==> src/rtl/d16i_irq_pkg.sv <==
// Shared types and helpers for the D16i interrupt controller.
package d16i_irq_pkg;

  localparam int IRQ_ID_W    = 16;
  localparam int IRQ_BUS_W   = 17;
  localparam int IRQ_MAX_SRC = 16;

  typedef enum logic [1:0] {
    IDLE    = 2'd0,
    REQ     = 2'd1,
    LOAD    = 2'd2,
    SERVICE = 2'd3
  } irq_state_t;

  typedef struct packed {
    logic       valid;
    logic [3:0] idx;
  } prio_t;

  // Lowest set index wins; valid is low when the vector is empty.
  function automatic prio_t prio_enc(input logic [IRQ_MAX_SRC-1:0] vec);
    prio_t r;
    r.valid = 1'b0;
    r.idx   = 4'd0;
    for (int i = IRQ_MAX_SRC - 1; i >= 0; i--) begin
      if (vec[i]) begin
        r.valid = 1'b1;
        r.idx   = 4'(i);
      end
    end
    return r;
  endfunction

endpackage

==> src/rtl/irq_sync.sv <==
// Two-flop synchroniser for one external interrupt line, plus a history
// flop so a single-cycle rise pulse can be produced in the clk domain.
module irq_sync (
  input  logic clk,
  input  logic rst,
  input  logic line,
  output logic rise
);

  logic sync1;
  logic sync2;
  logic prev;

  // Metastability chain followed by the previous-value flop for edge detection.
  always_ff @(posedge clk or posedge rst) begin
    if (rst) begin
      sync1 <= 1'b0;
      sync2 <= 1'b0;
      prev  <= 1'b0;
    end else begin
      sync1 <= line;
      sync2 <= sync1;
      prev  <= sync2;
    end
  end

  assign rise = sync2 & ~prev;

endmodule

==> src/rtl/irq_ctrl.sv <==
// Interrupt controller for the D16i core: synchronises and edge-detects the
// external lines, latches pending/overflow bits, arbitrates by fixed priority
// at ack time and strobes the winning ID into the regfile IRQ write port.
module irq_ctrl
  import d16i_irq_pkg::*;
#(
  parameter int          N_SRC      = 8,
  parameter logic [15:0] ID_BASE    = 16'h0010,
  parameter logic [15:0] MASK_RESET = 16'h0000
) (
  input  logic                 clk,
  input  logic                 rst,
  input  logic [N_SRC-1:0]     irq_lines,
  input  logic                 mask_we,
  input  logic [15:0]          mask_wdata,
  input  logic                 irq_ack,
  input  logic                 irq_eoi,
  output logic                 irq_req,
  output logic                 irq_sel,
  output logic [IRQ_BUS_W-1:0] irq_bus,
  output logic                 irq_active,
  output logic [N_SRC-1:0]     pending
);

  irq_state_t state;
  irq_state_t state_next;

  logic [N_SRC-1:0]       rise;
  logic [N_SRC-1:0]       overflow;
  logic [N_SRC-1:0]       clr;
  logic [IRQ_ID_W-1:0]    mask;
  logic [IRQ_ID_W-1:0]    mask_next;
  logic [IRQ_MAX_SRC-1:0] pend_ext;
  logic                   fire;
  logic                   win_ovf;
  prio_t                  win;

  for (genvar g = 0; g < N_SRC; g++) begin : g_sync
    irq_sync u_sync (
      .clk  (clk),
      .rst  (rst),
      .line (irq_lines[g]),
      .rise (rise[g])
    );
  end

  // Arbitration in REQ looks at the mask being written this cycle, so a mask
  // write that coincides with irq_ack can withdraw the request before LOAD.
  always_comb begin
    mask_next = mask_we ? mask_wdata : mask;
    pend_ext  = '0;
    pend_ext[N_SRC-1:0] = pending;
    win = prio_enc(pend_ext & mask_next);
  end

  // State register.
  always_ff @(posedge clk or posedge rst) begin
    if (rst) begin
      state <= IDLE;
    end else begin
      state <= state_next;
    end
  end

  // Next-state logic; fire marks the acceptance edge (REQ -> LOAD).
  always_comb begin
    state_next = state;
    fire       = 1'b0;
    case (state)
      IDLE: begin
        if (|(pend_ext & mask)) begin
          state_next = REQ;
        end
      end
      REQ: begin
        if (!win.valid) begin
          state_next = IDLE;
        end else if (irq_ack) begin
          state_next = LOAD;
          fire       = 1'b1;
        end
      end
      LOAD: begin
        state_next = SERVICE;
      end
      SERVICE: begin
        if (irq_eoi) begin
          state_next = IDLE;
        end
      end
      default: begin
        state_next = IDLE;
      end
    endcase
  end

  // One-hot clear of the winner and its overflow flag captured for irq_bus.
  always_comb begin
    clr     = '0;
    win_ovf = 1'b0;
    for (int i = 0; i < N_SRC; i++) begin
      clr[i]  = fire && (win.idx == 4'(i));
      win_ovf = win_ovf | (overflow[i] && (win.idx == 4'(i)));
    end
  end

  // Pending/overflow/mask; a rise wins over a same-cycle clear and then
  // does not count as an overflow.
  always_ff @(posedge clk or posedge rst) begin
    if (rst) begin
      pending  <= '0;
      overflow <= '0;
      mask     <= MASK_RESET;
    end else begin
      pending  <= (pending & ~clr) | rise;
      overflow <= (overflow & ~clr) | (rise & pending & ~clr);
      mask     <= mask_next;
    end
  end

  // Registered outputs decoded from the next state so they change cleanly on posedge.
  always_ff @(posedge clk or posedge rst) begin
    if (rst) begin
      irq_req    <= 1'b0;
      irq_sel    <= 1'b0;
      irq_active <= 1'b0;
      irq_bus    <= '0;
    end else begin
      irq_req    <= (state_next == REQ);
      irq_sel    <= (state_next == LOAD);
      irq_active <= (state_next == SERVICE);
      if (fire) begin
        irq_bus <= {win_ovf, ID_BASE + IRQ_ID_W'(win.idx)};
      end
    end
  end

endmodule

==> config.mk <==
export PLATFORM = sky130hd
export DESIGN_NAME = irq_ctrl
export DESIGN_NICKNAME = d
export VERILOG_FILES = /design/src/rtl/d16i_irq_pkg.sv /design/src/rtl/irq_sync.sv /design/src/rtl/irq_ctrl.sv
export SDC_FILE = /design/constraint.sdc
export NUM_CORES = 1
export LEC_CHECK = 0
export ABC_CLOCK_PERIOD_IN_PS = 4700
export BUFFER_PORTS_ARGS = -buffer_cell sky130_fd_sc_hd__clkbuf_2
export CORE_MARGIN = 4
export CORE_UTILIZATION = 57
export DETAILED_ROUTE_END_ITERATION = 10
export MAX_ROUTING_LAYER = met4
export PLACE_DENSITY = 0.84
export SLEW_MARGIN = 10
export SYNTH_ARGS = -nofsm -noshare
export SYNTH_HDL_FRONTEND = slang
export SYNTH_HIERARCHICAL = 1
export SYNTH_SLANG_ARGS = --single-unit
==> constraint.sdc <==
create_clock -name clk -period 4.7 [get_ports clk]
set_clock_uncertainty 0.15 [all_clocks]
set_input_delay 0.235 -clock clk [delete_from_list [all_inputs] [get_ports clk]]
set_output_delay 0.235 -clock clk [all_outputs]
set_load 0.01 [all_outputs]
---- After elaboration in Yosys (flattened, before gate mapping) ----
Cells that the tools add are included.
storage, ports and cells
  bits of input ports ..................... 29
  register bits after elaboration ......... 78
  word-level logic and storage cells ...... 122
cells by class
  equal/unequal tests ..................... 13
  reductions and logical operators ........ 19
  add/sub/neg operators ................... 1
  mux-type cells .......................... 25
  bitwise logic cells ..................... 32
operators by type and width
  cell                   number
  $mux W5                16
  $and A8 B16 Y16        2
  $and A8 B8 Y8          4
  $eq A4 B3 Y1 const B   4
  $logic_and A1 B1 Y1    16
  $mux W16               1
  $or A8 B8 Y8           2
  $reduce_or A16 Y1      1
  $and A1 B1 Y1          8
  $eq A2 B2 Y1 const B   4
  $eq A4 B2 Y1 const B   2
  $mux W2                4
  $not A1 Y1             8
  $not A8 Y8             1
  $pmux W2 S4            1
  $or A1 B1 Y1           7
  $add A5 B4 Y6 const A  1
  $eq A2 B1 Y1 const B   2
  $eq A4 B1 Y1 const B   1
  $logic_not A4 Y1       1
  $mux W1                3
  $logic_not A2 Y1       1

---- Longest topological paths before layout ----
Gate-level depths: netlist (run 1).
  depth after elaboration ................. 27
  mapped depth ............................ 10
  depth with buffers taken out ............ 8

---- Modules after synthesis ----
Netlist (run 1), hierarchy kept.
by module, submodules not included
  module    cells each  instances  area each (um^2)
  irq_ctrl  156         1          1672.9
  irq_sync  5           8          92.6

---- Least setup slack after synthesis (run 1) ----
No wires, ideal clock.
  path type ............................... in2reg
  from .................................... input mask_we
  to ...................................... register irq_bus[16]
  arrival time ............................ 1.900 ns
  setup time .............................. 0.082 ns
  path slack .............................. 2.568 ns
  path buffers ............................ 1
  cell stages on the path ................. 8
  required time ........................... 4.468 ns
  cell sequence ........................... buf_6 mux2_4 and2_4 a221oi_4 o21ai_4 mux2i_1 a211o_1 a31oi_1
between the ends
  elaborated cells between the ends (all ways) .. 43
  classes of those cells .................. eq/ne (7); mux (19); bitwise (8); reduce/logical (9)
RTL lines
  item                                                     line                RTL
  from (decl)                                              irq_ctrl.sv:14      input logic mask_we,
  $mux W16 (*)                                             irq_ctrl.sv:50      mask_next = mask_we ? mask_wdata : mask;
  net mask_next[4]                                         irq_ctrl.sv:32      logic [IRQ_ID_W-1:0] mask_next;
  $and A8 B16 Y16 (*)                                      irq_ctrl.sv:53      win = prio_enc(pend_ext & mask_next);
  $mux W5 (*) (5 in a row)                                 d16i_irq_pkg.sv:26  if (vec[i]) begin
  $eq A4 B1 Y1 / $logic_not A4 Y1 (equally long branches)  irq_ctrl.sv:103     win_ovf = win_ovf | (overflow[i] && (win.idx == 4'(i)));
  $logic_and A1 B1 Y1                                      irq_ctrl.sv:103
  $or A1 B1 Y1 (7 in a row)                                irq_ctrl.sv:103
  to (signal assigned)                                     irq_ctrl.sv:133     irq_bus <= {win_ovf, ID_BASE + IRQ_ID_W'(win.idx)};
  to (decl)                                                irq_ctrl.sv:20      output logic [IRQ_BUS_W-1:0] irq_bus,
Mark *: on every way through the listed nets, which the timed path passes. The rest lies on a longest branch.
A chain may end at the register's enable or synchronous reset.

---- Final worst setup path (run 1) ----
  from .................................... register mask[4]
  to ...................................... register irq_bus[16]
between the ends
  cells in the longest elaborated chain, start to end .. 16
  elaborated cells between the ends (all ways) .. 32
  classes of those cells .................. eq/ne (7); mux (8); bitwise (8); reduce/logical (9)
RTL lines
  item                                                     line                RTL
  from (decl)                                              irq_ctrl.sv:31      logic [IRQ_ID_W-1:0] mask;
  from (signal assigned)                                   irq_ctrl.sv:117     mask <= mask_next;
  $mux W16 (*)                                             irq_ctrl.sv:50
  net mask_next[4]                                         irq_ctrl.sv:32
  $and A8 B16 Y16 (*)                                      irq_ctrl.sv:53
  $mux W5 (*) (5 in a row)                                 d16i_irq_pkg.sv:26
  $eq A4 B1 Y1 / $logic_not A4 Y1 (equally long branches)  irq_ctrl.sv:103
  $logic_and A1 B1 Y1                                      irq_ctrl.sv:103
  $or A1 B1 Y1 (7 in a row)                                irq_ctrl.sv:103
Marks and branches as above.

==> impl_metrics.yaml, run 1 <==
cells_and_area:
  finalNetCount: 279
  n_fill_cell: 297
  area_delta_synth_final_pct: 20.01
  num_antenna_cells: 0
  drive_gt1_share_pct: 30.59
  instances_no_fill: 305
  fin_area_sq_um: 2897
floorplan:
  num_io_pins: 57
  floorplan.rows: 23
  die_h_microns: 73.07
  die_x_microns: 73.07
  core_area_sq_um: 4058
  initial_core_util_pct: 59.48
  dieArea_sq_um: 5339
clocking:
  cts.sinks: 58
  path_clk_slew_ps: 70
  insertion_delay_ps: 330
  cts_max_path_buffers: 2
  cts_inserted_buffers: 9
  cts_resized: 0
  cts_tree: "built"
  clock-root-buffer: "clkbuf_8"
  htreeDepth: 3
  cts_setup_buffers: 0
  cts_hold_buf: 10
power:
  p_sw_share_pct: 30.55
  power_switching_uw: 428.8
  p_leak_nw: 1.360
  p_int_uw: 975.0
  p_per_area_nw_per_um2: 484.7
  irDropWorstVdd_mv: 0.2751
  seq_power_share_pct: 46.4
  p_total_mw: 1.404
  combinationalPowerShare_pct: 22.1
  p_clk_share_pct: 31.5
job:
  drv_cap: 0
route:
  drc: 0
  drt-pass1-iter-count: 4
  drt_iter0_markers: 104
  antenna_left: 0
  dr_total_vias: 1633
  wirelength_mm: 4.747
  vias_per_cell: 5.354
  wl_per_cell_microns: 15.56
critical_path:
  r2r_slack_ps: 2420
  cp.depth: 7
  critical_path.slowest_cell: "a221oi_4"
  crit_family: "compound AO/OA/AOI/OAI gates"
  critPathArrivalTime_ps: 2380
  critPathCaptureType: "register"
  cpPeakStageDelay_ps: 440
  path_buf_inv: 0
  start_kind: "register"
  path_cells: "mux2_4 -> and2_4 -> a221oi_4 -> o21ai_4 -> mux2i_1 -> a211o_1 -> a31oi_1"
  crit_path_max_fanout: 7
  reg2reg_from: "mask[4]$_DFF_PP0_"
  critical_path_class: "reg2reg"
  critPathRequiredTime_ps: 4790
  rr_endpoint: "irq_bus[16]$_DFFE_PP0P_"
  reg2regPathDepth: 7
yosys:
  synth_area_sq_um: 2414
  synth-main-ff-cell: "dfrtp_1"
  synth.yosys.seq_area_share_pct: 60.13
  syn-instance-count: 196
  synth_area_per_cell_sq_um: 12.31
  synth-async-reset-ratio_pct: 100.0
  synth_area_leader_cell: "dfrtp_1"
  synth-warning-count: 6
  synth_edf_count: 0
  synth_area_leaders: "dfrtp_1 60%, nor2b_4 4.6%, buf_4 3.7%"
  ys_ff_latch: 58
  ys_types: 44
  yosysTopAreaCellShare_pct: 60.13
placed_design:
  dp_hpwl_mm: 3.416
  dp.cells: 279
  portBuffers: 36
  placed_area_sq_um: 2595
  gp_congestion: 0.8603
sta:
  rsz0062_at_grt: "false"
  finalSetupViolations: 0
  maxSlewHeadroom_pct: 61.06
  finalCriticalPeriod_ps: 2283
  fin_crit_sh_pct: 48.58
  fmax_mhz: 437.9
  worst_pin_slew_ps: 569.3
  setup_tns_ps: 0
  drv_slew: 0
  finalHoldViolCount: 0
min_path:
  hold_end: "mask[1]$_DFF_PP0_"
  hold_depth: 2
  holdCritStartpoint: "mask_wdata[1]"
  hold_path_class: "in2reg"
global_route:
  overflow: 0
  gr-usage-all-layers_pct: 20.94
  grt_pass1_wl_mm: 8.066
  grt_max_degree: 35
  grt_pass1_vias: 1761
  antenna_found_initial: 0
outcome:
  status: "completed"
[state kept, by name (all words and copies together) (netlist names)]
name / count
g_sync.u_sync/prev: 8
g_sync.u_sync/sync1: 8
g_sync.u_sync/sync2: 8
irq_active: 1
irq_bus: 5
irq_req: 1
irq_sel: 1
mask: 8
overflow: 8
pending: 8
state: 2
[final cells by class]
type	instances	area (sq um)	share of cell area, %
Sequential cell	58	1451	50.11
Multi-Input combinational cell	120	840.8	29.03
Timing Repair Buffer	47	287.8	9.935
Clock buffer	15	196.4	6.782
Tap cell	50	62.56	2.160
Inverter	14	52.55	1.814
Clock inverter	1	5.005	0.1728
[placed cells by master (no fill, tap or decap), drive strengths merged, types with 2 or more instances in the layout]
| master | synthesis | routed |
|---|---|---|
| nand3 | 4 | 4 |
| conb | 1 | 12 |
| mux2 | 9 | 9 |
| a21oi | 13 | 13 |
| a21o | 6 | 6 |
| mux2i | 2 | 2 |
| nand2 | 13 | 13 |
| nor2 | 10 | 10 |
| nor3 | 2 | 2 |
| or2 | 2 | 2 |
| nand2b | 3 | 3 |
| a31oi | 5 | 5 |
| inv | 14 | 14 |
| o21ai | 7 | 7 |
| dfrtp | 58 | 58 |
| nor2b | 8 | 8 |
| and2 | 5 | 5 |
| a22oi | 7 | 7 |
| clkbuf | 1 | 51 |
| a221oi | 2 | 2 |
| dlygate4sd3 | 0 | 10 |
[power by group through the flow]
stage               logic, mW  clock network (mW)  registers (mW)
floorplan               0.202                   0           0.656
global placement        0.289                   0           0.649
detailed placement      0.302                   0           0.657
CTS                     0.311               0.449           0.648
global route            0.340               0.478           0.659
finish                  0.310               0.443           0.651
[layer usage]
layer	vias up	wire length [microns]	track usage, %	part of all wire, %
li1	755	-	-	-
met1	808	1984	25.16	42
met2	62	2387	32.67	50
met3	8	319	7.025	6.7
met4	0	55	7.992	1.2
met5	-	0	-	0
[Yosys cell counts (2+ instances only)]
| library cell | count |
|---|---|
| nand2_1 | 13 |
| dfrtp_1 | 58 |
| o21ai_1 | 2 |
| a31oi_1 | 5 |
| o21ai_0 | 3 |
| a22oi_1 | 6 |
| nand3_1 | 4 |
| mux2i_1 | 2 |
| mux2_4 | 3 |
| nor2b_4 | 8 |
| nand2b_1 | 3 |
| buf_4 | 12 |
| nor2_1 | 9 |
| and2_1 | 4 |
| a21oi_1 | 13 |
| a21o_1 | 6 |
| mux2_2 | 6 |
| inv_1 | 13 |
[kinds of logic (layout without fill, tap and decap cells)]
kind of cell | Yosys count | in the layout | synth area share (%)
AOI/OAI and AO/OA | 46 | 46 | 13.89
buffers and inverters | 29 | 77 | 6.739
DFF | 58 | 58 | 60.13
muxes | 11 | 11 | 5.495
other | 1 | 12 | 0.1554
and+or+nand+nor | 51 | 51 | 13.58
[how the worst max path moves through the flow]
stage                                 start                      end  slack, ps
after global placement              mask_we  irq_bus[16]$_DFFE_PP0P_       2350
final                     mask[4]$_DFF_PP0_  irq_bus[16]$_DFFE_PP0P_       2420
after detailed placement            mask_we  irq_bus[16]$_DFFE_PP0P_       2260
after floorplan                     mask_we  irq_bus[16]$_DFFE_PP0P_       2570
after global routing      mask[0]$_DFF_PP0_  irq_bus[16]$_DFFE_PP0P_       2280
after CTS                 mask[4]$_DFF_PP0_  irq_bus[16]$_DFFE_PP0P_       2420
[metrics by stage]
stage | hold slack, ps | util (%) | setup slack [ps]
global route | 18.64 | 71.38 | 2282
detailed placement | 62.01 | 63.95 | 2258
finish | 27.07 | 71.38 | 2417
global placement | 51.84 | 63.95 | 2345
CTS | 17.69 | 71.38 | 2420
floorplan | -161.4 | - | 2568
Power figures use the tool's default switching activity.
==> run 2, diff against run 1 <==
Settings changed: ABC_CLOCK_PERIOD_IN_PS 4700 to 1900, CORE_UTILIZATION 57 to 48, PLACE_DENSITY 0.84 to 0.75.
Clock period 4.7 ns to 1.9 ns, I/O delays scaled along.
==> impl_metrics.yaml, run 2 (synthesized netlist as in run 1, its figures left out) <==
clocking:
  cts_tree: "built"
  clock-root-buffer: "clkbuf_8"
  path_clk_slew_ps: 70
  cts_max_path_buffers: 2
  cts_inserted_buffers: 9
  htreeDepth: 3
  insertion_delay_ps: 320
  cts.sinks: 58
sta:
  finalHoldViolCount: 0
  holdWs_ps: 86.98
  finalCriticalPeriod_ps: 2183
  fin_crit_sh_pct: 114.9
  fmax_mhz: 458.0
  setup_tns_ps: -1383
  rsz0062_at_grt: "true"
  finalSetupViolations: 15
  fin_ws_ps: -283.2
  drv_slew: 0
power:
  irDropWorstVdd_mv: 0.7190
  p_leak_nw: 1.532
  p_per_area_nw_per_um2: 1100
route:
  wl_met3_microns: 250
  dr_total_vias: 1746
  wl_met1_mm: 2.274
  drc: 0
  highest_layer: "met4"
  drt_iter0_markers: 70
  wirelength_mm: 4.928
  antenna_left: 0
  drt-pass1-iter-count: 4
  vias_per_cell: 4.850
  wl_per_cell_microns: 13.69
  route.met2.wl_mm: 2.356
global_route:
  gr-usage-all-layers_pct: 17.54
  grt_pass1_wl_mm: 8.273
  grt_max_degree: 35
  overflow: 0
  grt_pass1_vias: 1789
  antenna_found_initial: 0
floorplan:
  dieArea_sq_um: 6227
  initial_core_util_pct: 50.43
  core_area_sq_um: 4786
  die_h_microns: 78.91
  floorplan.rows: 25
  die_x_microns: 78.91
  num_io_pins: 57
min_path:
  holdCritStartpoint: "irq_ack"
  hold_depth: 5
  hold_path_class: "in2reg"
placed_design:
  dp_hpwl_mm: 3.423
  placed_area_sq_um: 2826
  portBuffers: 36
  gp_congestion: 0.8947
  dp.cells: 324
job:
  drv_cap: 0
cells_and_area:
  area_delta_synth_final_pct: 35.93
  layout_commonest_cell: "dfrtp_1"
  utilization_pct: 68.55
  finalNetCount: 317
  final_cell_mix: "58 x dfrtp_1, 36 x clkbuf_2, 30 x buf_4"
  num_antenna_cells: 0
  instances_no_fill: 360
  fin_area_sq_um: 3281
  drive_gt1_share_pct: 41.98
critical_path:
  start_kind: "register"
  critPathRequiredTime_ps: 1950
  reg2reg_from: "mask[4]$_DFF_PP0_"
  startpoint: "mask[4]$_DFF_PP0_"
  critical_path_class: "reg2reg"
  critPathCaptureType: "register"
  critPathArrivalTime_ps: 2230
  reg2regPathDepth: 7
  crit_path_max_fanout: 5
outcome:
  status: "finished with violations"
  failed_checks: "setup timing"
-- run 2: cell types whose count changed in the layout (fill, tap and decap cells not counted), moves of 3 or more --
cell and change:
a22oi_2 +4, buf_4 +29, dlygate4sd3_1 +8, a22oi_1 -4
clkbuf_8 -4, o21ai_2 +3
-- run 2: final cells by class --
class | count | area, sq um
fill | 366 | 1505
sequential | 58 | 1451
multi-input combinational | 120 | 932.1
timing repair buffer | 85 | 596.8
clock buffer | 13 | 148.9
tap | 67 | 83.83
inverter | 14 | 52.55
clock inverter | 3 | 15.01
-- run 2: stage by stage --
step	setup slack, ps	power [mW]
5_1_grt	-340.8	3.807
3_3_place_gp	-215.2	2.483
6_report	-283.2	3.608
4_1_cts	-256.2	3.570
3_5_place_dp	-272.2	2.505
2_1_floorplan	-178.8	2.121
-- run 2: worst paths after layout --
path                       slack [ps]                                to
min reg2reg                       200  g_sync[1].u_sync/sync2$_DFF_PP0_
min in group asynchronous         140  g_sync[5].u_sync/sync1$_DFF_PP0_
min                                90              pending[0]$_DFF_PP0_
max in group asynchronous         900             overflow[4]$_DFF_PP0_
max                              -280           irq_bus[16]$_DFFE_PP0P_
max reg2reg                      -280           irq_bus[16]$_DFFE_PP0P_
-- run 2: timing repair --
| action | in CTS | in global routing |
|---|---|---|
| endpoints found under the hold margin | 76 | 0 |
| pin swaps | 11 | 7 |
| buffers inserted | 1 | 2 |
| gates cloned | 0 | 0 |
| setup endpoints to repair | 16 | 19 |
| gates resized for setup | 14 | 7 |
| hold buffers | 18 | 0 |
-- run 2: layer usage --
metal / vias to the layer above / GRT usage [%]
met5: - / -
met4: 0 / 5.670
met1: 851 / 23.32
met2: 51 / 26.91
li1: 836 / -
met3: 8 / 4.195
-- run 2: where the power goes --
part           switching, mW  total (mW)  internal, mW
sequential             0.153        1.59          1.44
clock                  0.445       0.948         0.503
combinational          0.550        1.07         0.519
-- run 2: worst max-delay path, cell delays in order (launching register included) --
cell,delay [ps]
dfrtp_1,380
mux2_4,280
and2_4,170
a221oi_4,440
nor2_2,100
mux2_4,330
a31oi_4,130
a31oi_1,100
